### config.mk
export PLATFORM = sky130hd
export DESIGN_NAME = mips_regfile_mp
export DESIGN_NICKNAME = d
export VERILOG_FILES = /design/src/rtl/mips_pkg.sv /design/src/rtl/regfile_rd_port.sv /design/src/rtl/mips_regfile_mp.sv
export SDC_FILE = /design/constraint.sdc
export NUM_CORES = 2
export LEC_CHECK = 0
export CAP_MARGIN = 20
export CORE_UTILIZATION = 30
export CTS_BUF_LIST = sky130_fd_sc_hd__clkbuf_8
export DETAILED_ROUTE_END_ITERATION = 10
export SYNTH_ARGS = -nofsm -noshare
export SYNTH_HDL_FRONTEND = slang
export SYNTH_SLANG_ARGS = --single-unit
### constraint.sdc
create_clock -name clk -period 4.3 [get_ports clk]
set_clock_uncertainty 0.05 [all_clocks]
set_input_delay 1.075 -clock clk [delete_from_list [all_inputs] [get_ports clk]]
set_output_delay 1.075 -clock clk [all_outputs]
set_load 0.005 [all_outputs]
### src/rtl/mips_pkg.sv
`default_nettype none
// +----------------------------------------------------------------------+
// | Package  : mips_pkg                                                  |
// | Purpose  : Shared defaults for the MIPS register file and a helper   |
// |            that converts a data width into a byte-lane count.        |
// | Contents : DEF_DATA_WIDTH, DEF_ADDR_WIDTH, lane_count()              |
// | Revision : 1.0 - initial release                                     |
// +----------------------------------------------------------------------+
package mips_pkg;

  localparam int DEF_DATA_WIDTH = 32;
  localparam int DEF_ADDR_WIDTH = 5;

  // Number of 8-bit lanes in a word of the given width.
  function automatic int lane_count(input int data_width);
    return data_width / 8;
  endfunction

endpackage : mips_pkg
`default_nettype wire

### src/rtl/regfile_rd_port.sv
`default_nettype none
// +----------------------------------------------------------------------+
// | Module   : regfile_rd_port                                           |
// | Purpose  : One read port of the register file: index mux, same-cycle |
// |            write merge (optional), register-0 override and an        |
// |            optional output register.                                 |
// | Ports    : clk, rst_n        - clock, async active-low reset         |
// |            addr             - read index                            |
// |            regs             - current storage contents              |
// |            wr_en/addr/data/be - write buses, used for forwarding     |
// |            data             - read data                             |
// | Revision : 1.0 - initial release                                     |
// +----------------------------------------------------------------------+
module regfile_rd_port
  import mips_pkg::*;
#(
  parameter int DATA_WIDTH = DEF_DATA_WIDTH,
  parameter int ADDR_WIDTH = DEF_ADDR_WIDTH,
  parameter int NUM_WR     = 1,
  parameter int BYPASS     = 1,
  parameter int READ_REG   = 0,
  parameter int ZERO_REG   = 1
) (
  input  logic                                  clk,
  input  logic                                  rst_n,
  input  logic [ADDR_WIDTH-1:0]                 addr,
  input  logic [DATA_WIDTH-1:0]                 regs [2**ADDR_WIDTH],
  input  logic [NUM_WR-1:0]                     wr_en,
  input  logic [NUM_WR*ADDR_WIDTH-1:0]          wr_addr,
  input  logic [NUM_WR*DATA_WIDTH-1:0]          wr_data,
  input  logic [NUM_WR*lane_count(DATA_WIDTH)-1:0] wr_be,
  output logic [DATA_WIDTH-1:0]                 data
);

  localparam int NB = lane_count(DATA_WIDTH);

  logic [DATA_WIDTH-1:0] raw;
  logic [DATA_WIDTH-1:0] merged;
  logic [DATA_WIDTH-1:0] value;

  assign raw = regs[addr];

  generate
    if (BYPASS != 0) begin : g_bypass
      // Overlay every enabled write lane aimed at this index, lowest port
      // first, so a higher-numbered port wins a shared lane exactly as the
      // storage update does. Writes are ignored while reset is asserted.
      always_comb begin
        merged = raw;
        if (rst_n) begin
          for (int w = 0; w < NUM_WR; w++) begin
            if (wr_en[w] && (wr_addr[w*ADDR_WIDTH +: ADDR_WIDTH] == addr)) begin
              for (int b = 0; b < NB; b++) begin
                if (wr_be[w*NB + b]) begin
                  merged[b*8 +: 8] = wr_data[w*DATA_WIDTH + b*8 +: 8];
                end
              end
            end
          end
        end
      end
    end else begin : g_no_bypass
      logic unused_wr;
      assign unused_wr = ^{wr_en, wr_addr, wr_data, wr_be};
      assign merged    = raw;
    end
  endgenerate

  // Register 0 reads as zero regardless of any forwarded write.
  always_comb begin
    value = merged;
    if ((ZERO_REG != 0) && (addr == '0)) begin
      value = '0;
    end
  end

  generate
    if (READ_REG != 0) begin : g_reg_out
      logic [DATA_WIDTH-1:0] data_q;
      always_ff @(posedge clk or negedge rst_n) begin
        if (!rst_n) begin
          data_q <= '0;
        end else begin
          data_q <= value;
        end
      end
      assign data = data_q;
    end else begin : g_comb_out
      logic unused_clk;
      assign unused_clk = clk;
      // Storage is already cleared during reset; gating here also hides
      // any value that would otherwise leak through the forwarding path.
      assign data = rst_n ? value : '0;
    end
  endgenerate

endmodule : regfile_rd_port
`default_nettype wire

### src/rtl/mips_regfile_mp.sv
`default_nettype none
// +----------------------------------------------------------------------+
// | Module   : mips_regfile_mp                                           |
// | Purpose  : Multi-ported MIPS register file with byte-lane writes,    |
// |            optional write forwarding, optional registered reads and  |
// |            optional hardwired-zero register 0.                       |
// | Ports    : clk      - rising-edge clock                              |
// |            rst_n    - asynchronous active-low reset                  |
// |            rd_addr  - NUM_RD packed read indices                     |
// |            rd_data  - NUM_RD packed read words                       |
// |            wr_en    - per-port write enables                         |
// |            wr_addr  - NUM_WR packed write indices                    |
// |            wr_data  - NUM_WR packed write words                      |
// |            wr_be    - NUM_WR packed byte-lane enables                |
// | Revision : 1.0 - initial release                                     |
// +----------------------------------------------------------------------+
module mips_regfile_mp
  import mips_pkg::*;
#(
  parameter int DATA_WIDTH = DEF_DATA_WIDTH,
  parameter int ADDR_WIDTH = DEF_ADDR_WIDTH,
  parameter int NUM_RD     = 2,
  parameter int NUM_WR     = 1,
  parameter int BYPASS     = 1,
  parameter int READ_REG   = 0,
  parameter int ZERO_REG   = 1
) (
  input  logic                                  clk,
  input  logic                                  rst_n,
  input  logic [NUM_RD*ADDR_WIDTH-1:0]          rd_addr,
  output logic [NUM_RD*DATA_WIDTH-1:0]          rd_data,
  input  logic [NUM_WR-1:0]                     wr_en,
  input  logic [NUM_WR*ADDR_WIDTH-1:0]          wr_addr,
  input  logic [NUM_WR*DATA_WIDTH-1:0]          wr_data,
  input  logic [NUM_WR*lane_count(DATA_WIDTH)-1:0] wr_be
);

  localparam int DEPTH = 2**ADDR_WIDTH;
  localparam int NB    = lane_count(DATA_WIDTH);

  generate
    if ((DATA_WIDTH % 8) != 0 || DATA_WIDTH <= 0) begin : g_bad_data_width
      $error("mips_regfile_mp: DATA_WIDTH must be a positive multiple of 8");
    end
    if (NUM_RD < 1 || NUM_RD > 4) begin : g_bad_num_rd
      $error("mips_regfile_mp: NUM_RD must be in 1..4");
    end
    if (NUM_WR < 1 || NUM_WR > 2) begin : g_bad_num_wr
      $error("mips_regfile_mp: NUM_WR must be in 1..2");
    end
  endgenerate

  logic [DATA_WIDTH-1:0] regs      [DEPTH];
  logic [DATA_WIDTH-1:0] regs_next [DEPTH];

  // Apply write ports in ascending order so a higher-numbered port
  // overrides a lower one on any lane both enable.
  always_comb begin
    regs_next = regs;
    for (int w = 0; w < NUM_WR; w++) begin
      for (int b = 0; b < NB; b++) begin
        if (wr_en[w] && wr_be[w*NB + b]) begin
          regs_next[wr_addr[w*ADDR_WIDTH +: ADDR_WIDTH]][b*8 +: 8] =
            wr_data[w*DATA_WIDTH + b*8 +: 8];
        end
      end
    end
    if (ZERO_REG != 0) begin
      regs_next[0] = '0;
    end
  end

  always_ff @(posedge clk or negedge rst_n) begin
    if (!rst_n) begin
      regs <= '{default: '0};
    end else begin
      regs <= regs_next;
    end
  end

  generate
    for (genvar p = 0; p < NUM_RD; p++) begin : g_rd_port
      regfile_rd_port #(
        .DATA_WIDTH (DATA_WIDTH),
        .ADDR_WIDTH (ADDR_WIDTH),
        .NUM_WR     (NUM_WR),
        .BYPASS     (BYPASS),
        .READ_REG   (READ_REG),
        .ZERO_REG   (ZERO_REG)
      ) u_rd_port (
        .clk     (clk),
        .rst_n   (rst_n),
        .addr    (rd_addr[p*ADDR_WIDTH +: ADDR_WIDTH]),
        .regs    (regs),
        .wr_en   (wr_en),
        .wr_addr (wr_addr),
        .wr_data (wr_data),
        .wr_be   (wr_be),
        .data    (rd_data[p*DATA_WIDTH +: DATA_WIDTH])
      );
    end
  endgenerate

endmodule : mips_regfile_mp
`default_nettype wire

==> results by group <==
Detailed routing
  • Met2 Routed Length: 94900 um
  • Iteration-0 DRC Markers: 3754
  • Drt first pass iters: 6
  • Met3 wire len: 12900 um
  • DRT Wirelength: 201000 um
  • Drt wl/cell: 28.8 um
  • Post-route ant nets: 0
  • DRC: 0
  • M1 wire length: 79900 um
  • Vias: 39600
  • DR vias/cell: 5.68
  • Max Used Layer: met5

Synthesis
  • Register bit total from synthesis: 992
  • Gate count after technology mapping: 3731
  • Fraction of registers with async set/reset: 100%
  • Post-Synth Adder-Cell Area: 0%
  • Post-synthesis mux area share: 41.8%
  • Complex-gate fraction of the synthesized area: 5.93%
  • Syn Std Cell Area: 53900 sq um
  • Syn Nets: 3785
  • Post-synthesis sequential area ratio: 46.1%
  • Count of different cell masters after synthesis: 59
  • Most used DFF post-synth: dfrtp_1
  • Average size of a mapped cell: 14.4 sq um
  • Yosys warns: 0
  • Post-synth EDFFs: 0
  • Synthesized-area fraction occupied by and/or/nand/nor cells: 3.42%
  • Post-Synth XOR/XNOR Area: 0.162%
  • Main combinational cell family by area after synthesis: multiplexers

Worst setup path
  • CP max-delay cell: mux4_2
  • Critical path depth: 8
  • Critical path's largest stage delay: 0.50 ns
  • CP arrival: 3.23 ns
  • Worst setup path class: in -> out
  • Buf/Inv on CP: 4
  • Nature of the critical path endpoint: output port
  • Worst EP required: 3.17 ns
  • CP Launch Type: input pin
  • Crit path max-delay family: multiplexers
  • Crit path cell chain: buf_16 -> buf_12 -> buf_6 -> mux4_2 -> mux4_2 -> a221o_1 -> a22o_4 -> buf_6
  • R2R depth: 1
  • Crit Path Max Fanout: 6

Placed design
  • Placed Instances: 6516
  • DP HPWL: 137000 um
  • Placed cell area: 62500 sq um
  • Global placer's final weighted congestion: 0.953
  • Setup slack at placement: -0.822 ns
  • # port buffers: 117

Pwr
  • Switching Fraction: 29.1%
  • Int Pwr: 0.0180 W
  • Logic gate share of total power: 21.6%
  • Total power: 0.0254 W
  • Seq pwr share: 45.2%
  • P_sw: 0.00740 W
  • Clock network power share: 33.2%
  • Leakage power: 31.1 nW
  • Power Dens Cells: 367 nW/um^2
  • Maximum vdd drop: 235 uV

Status
  • Status: finished with violations
  • Failing checks: negative setup slack

Clocking
  • Later-pin clock latency in the skew report: 0.91 ns
  • CTS tree: yes
  • Hold_buf cts: 0
  • H-tree levels: 4
  • CTS buffer count: 163
  • Clock Pin Slew Worst Setup and Hold Paths: 0.07 ns
  • Clock buffer depth: 3
  • Clock root buffer: clkbuf_8
  • TritonCTS sink count: 992

Timing
  • Final setup vio count: 10
  • FMAX: 230 MHz
  • Worst slew pin tran: 1.05 ns
  • RSZ-0062 raised after global routing: true
  • Fin. Hold Viols: 0
  • Final Max Slew Viols: 0
  • Fin crit period: 4.36 ns
  • Final worst slack: -0.0569 ns
  • Worst slew margin relative to its limit: 30.3%
  • Final period util: 101%

Finish
  • Top reg by flops: regs
  • Commonest non-fill, non-tap cell in the layout: mux2_2
  • Cell area after layout: 69400 sq um
  • Biggest regs: regs: 992 flops
  • Nets: 4557
  • Most frequent cells in the layout: 1113 x mux2_2, 992 x dfrtp_1, 593 x buf_4
  • Largest register FFs: 992
  • Syn-to-layout area delta: 28.7%
  • Share of cells above drive strength 1: 62.3%
  • Final Non-Filler Cells: 6980

Job
  • Max-cap violations: 0

Floorplan
  • Initial core utilization: 30.2%
  • I/O pin count: 118
  • DIE HEIGHT: 426 um
  • Rows: 155
  • Core ar.: 178000 sq um
  • Die Area: 181000 sq um
  • Die width: 426 um

Global route
  • Largest net degree at the start of global routing: 176
  • Global-route wire length before repair: 293000 um
  • Initial antenna violation count: 8
  • GRT Util Overall: 22.1%
  • Global route total overflow: 0
  • Vias in the first global route: 40600

Min path
  • Min-Delay Path Class: in -> async
what timing repair did:
item,4_1_cts,5_1_grt
endpoints found under the hold margin,0,0
cloned,18,1
buffers inserted,140,43
pin swaps,125,63
setup endpoints to repair,64,56
resized for setup,570,85
synth_stat cells (21+ instances only):
library cell	n	area (sq um)
a21oi_1	21	105
a221oi_1	116	1020
a22oi_1	73	548
a32o_1	27	270
a32oi_1	27	236
buf_1	31	116
buf_2	70	350
buf_4	29	218
clkbuf_1	191	717
dfrtp_1	992	24800
mux2_2	1120	12600
mux2i_1	78	781
mux4_2	404	9100
nand2_1	131	492
nand3_1	28	140
nor2_1	94	353
nor2b_1	46	288
nor3_1	32	160
o21ai_0	53	265
worst paths after layout:
path	from	to	slack [ns]
setup / recovery	rd_addr[5]	rd_data[39]	-0.06
hold / removal	rst_n	regs[400]	0.10
setup reg to reg	regs[945]	regs[945]	3.44
hold reg to reg	regs[645]	regs[645]	0.47
max in group asynchronous	rst_n	regs[142]	1.74
min in group clk	regs[645]	regs[645]	0.47
kinds of logic (layout without fill, tap and decap cells):
family / after synthesis / after routing
XOR/XNOR: 10 / 10
other: 0 / 5
multiplexers: 1604 / 1604
AO/OA/AOI/OAI: 412 / 412
flip-flops: 992 / 992
AND/OR/NAND/NOR: 386 / 386
buffers and inverters: 327 / 1216
power groups by stage:
stage	Combinational (W)	Sequential, W	Clock (W)
2_1_floorplan	0.00320	0.0113	0
3_3_place_gp	0.00489	0.0116	0
3_5_place_dp	0.00497	0.0116	0
4_1_cts	0.00540	0.0115	0.00860
5_1_grt	0.00577	0.0117	0.00899
6_report	0.00549	0.0115	0.00844
metal layers:
metal | vias up | global-route usage [%]
met4 | 6 | 13.5
met5 | - | 0
li1 | 16200 | -
met1 | 21200 | 28.2
met3 | 508 | 3.59
met2 | 1717 | 35.3
stage by stage:
step,util (%),TNS (ns),hold slack [ns]
floorplan,-,0,0.421
global placement,35.0,-31.49,0.445
detailed placement,35.0,-30.50,0.453
CTS,38.6,-0.782,0.0419
global route,38.9,-0.920,0.0777
finish,38.9,-0.275,0.101
cell type report:
type / count / area [sq um]
Clock inverter: 81 / 465
Tap cell: 2355 / 2950
Antenna cell: 5 / 12.5
Inverter: 4 / 15.0
Sequential cell: 992 / 24800
Clock buffer: 201 / 2770
Multi-Input combinational cell: 2412 / 29000
Timing Repair Buffer: 930 / 9380
Fill cell: 16700 / 109000
(Power assumes the default switching activity.)
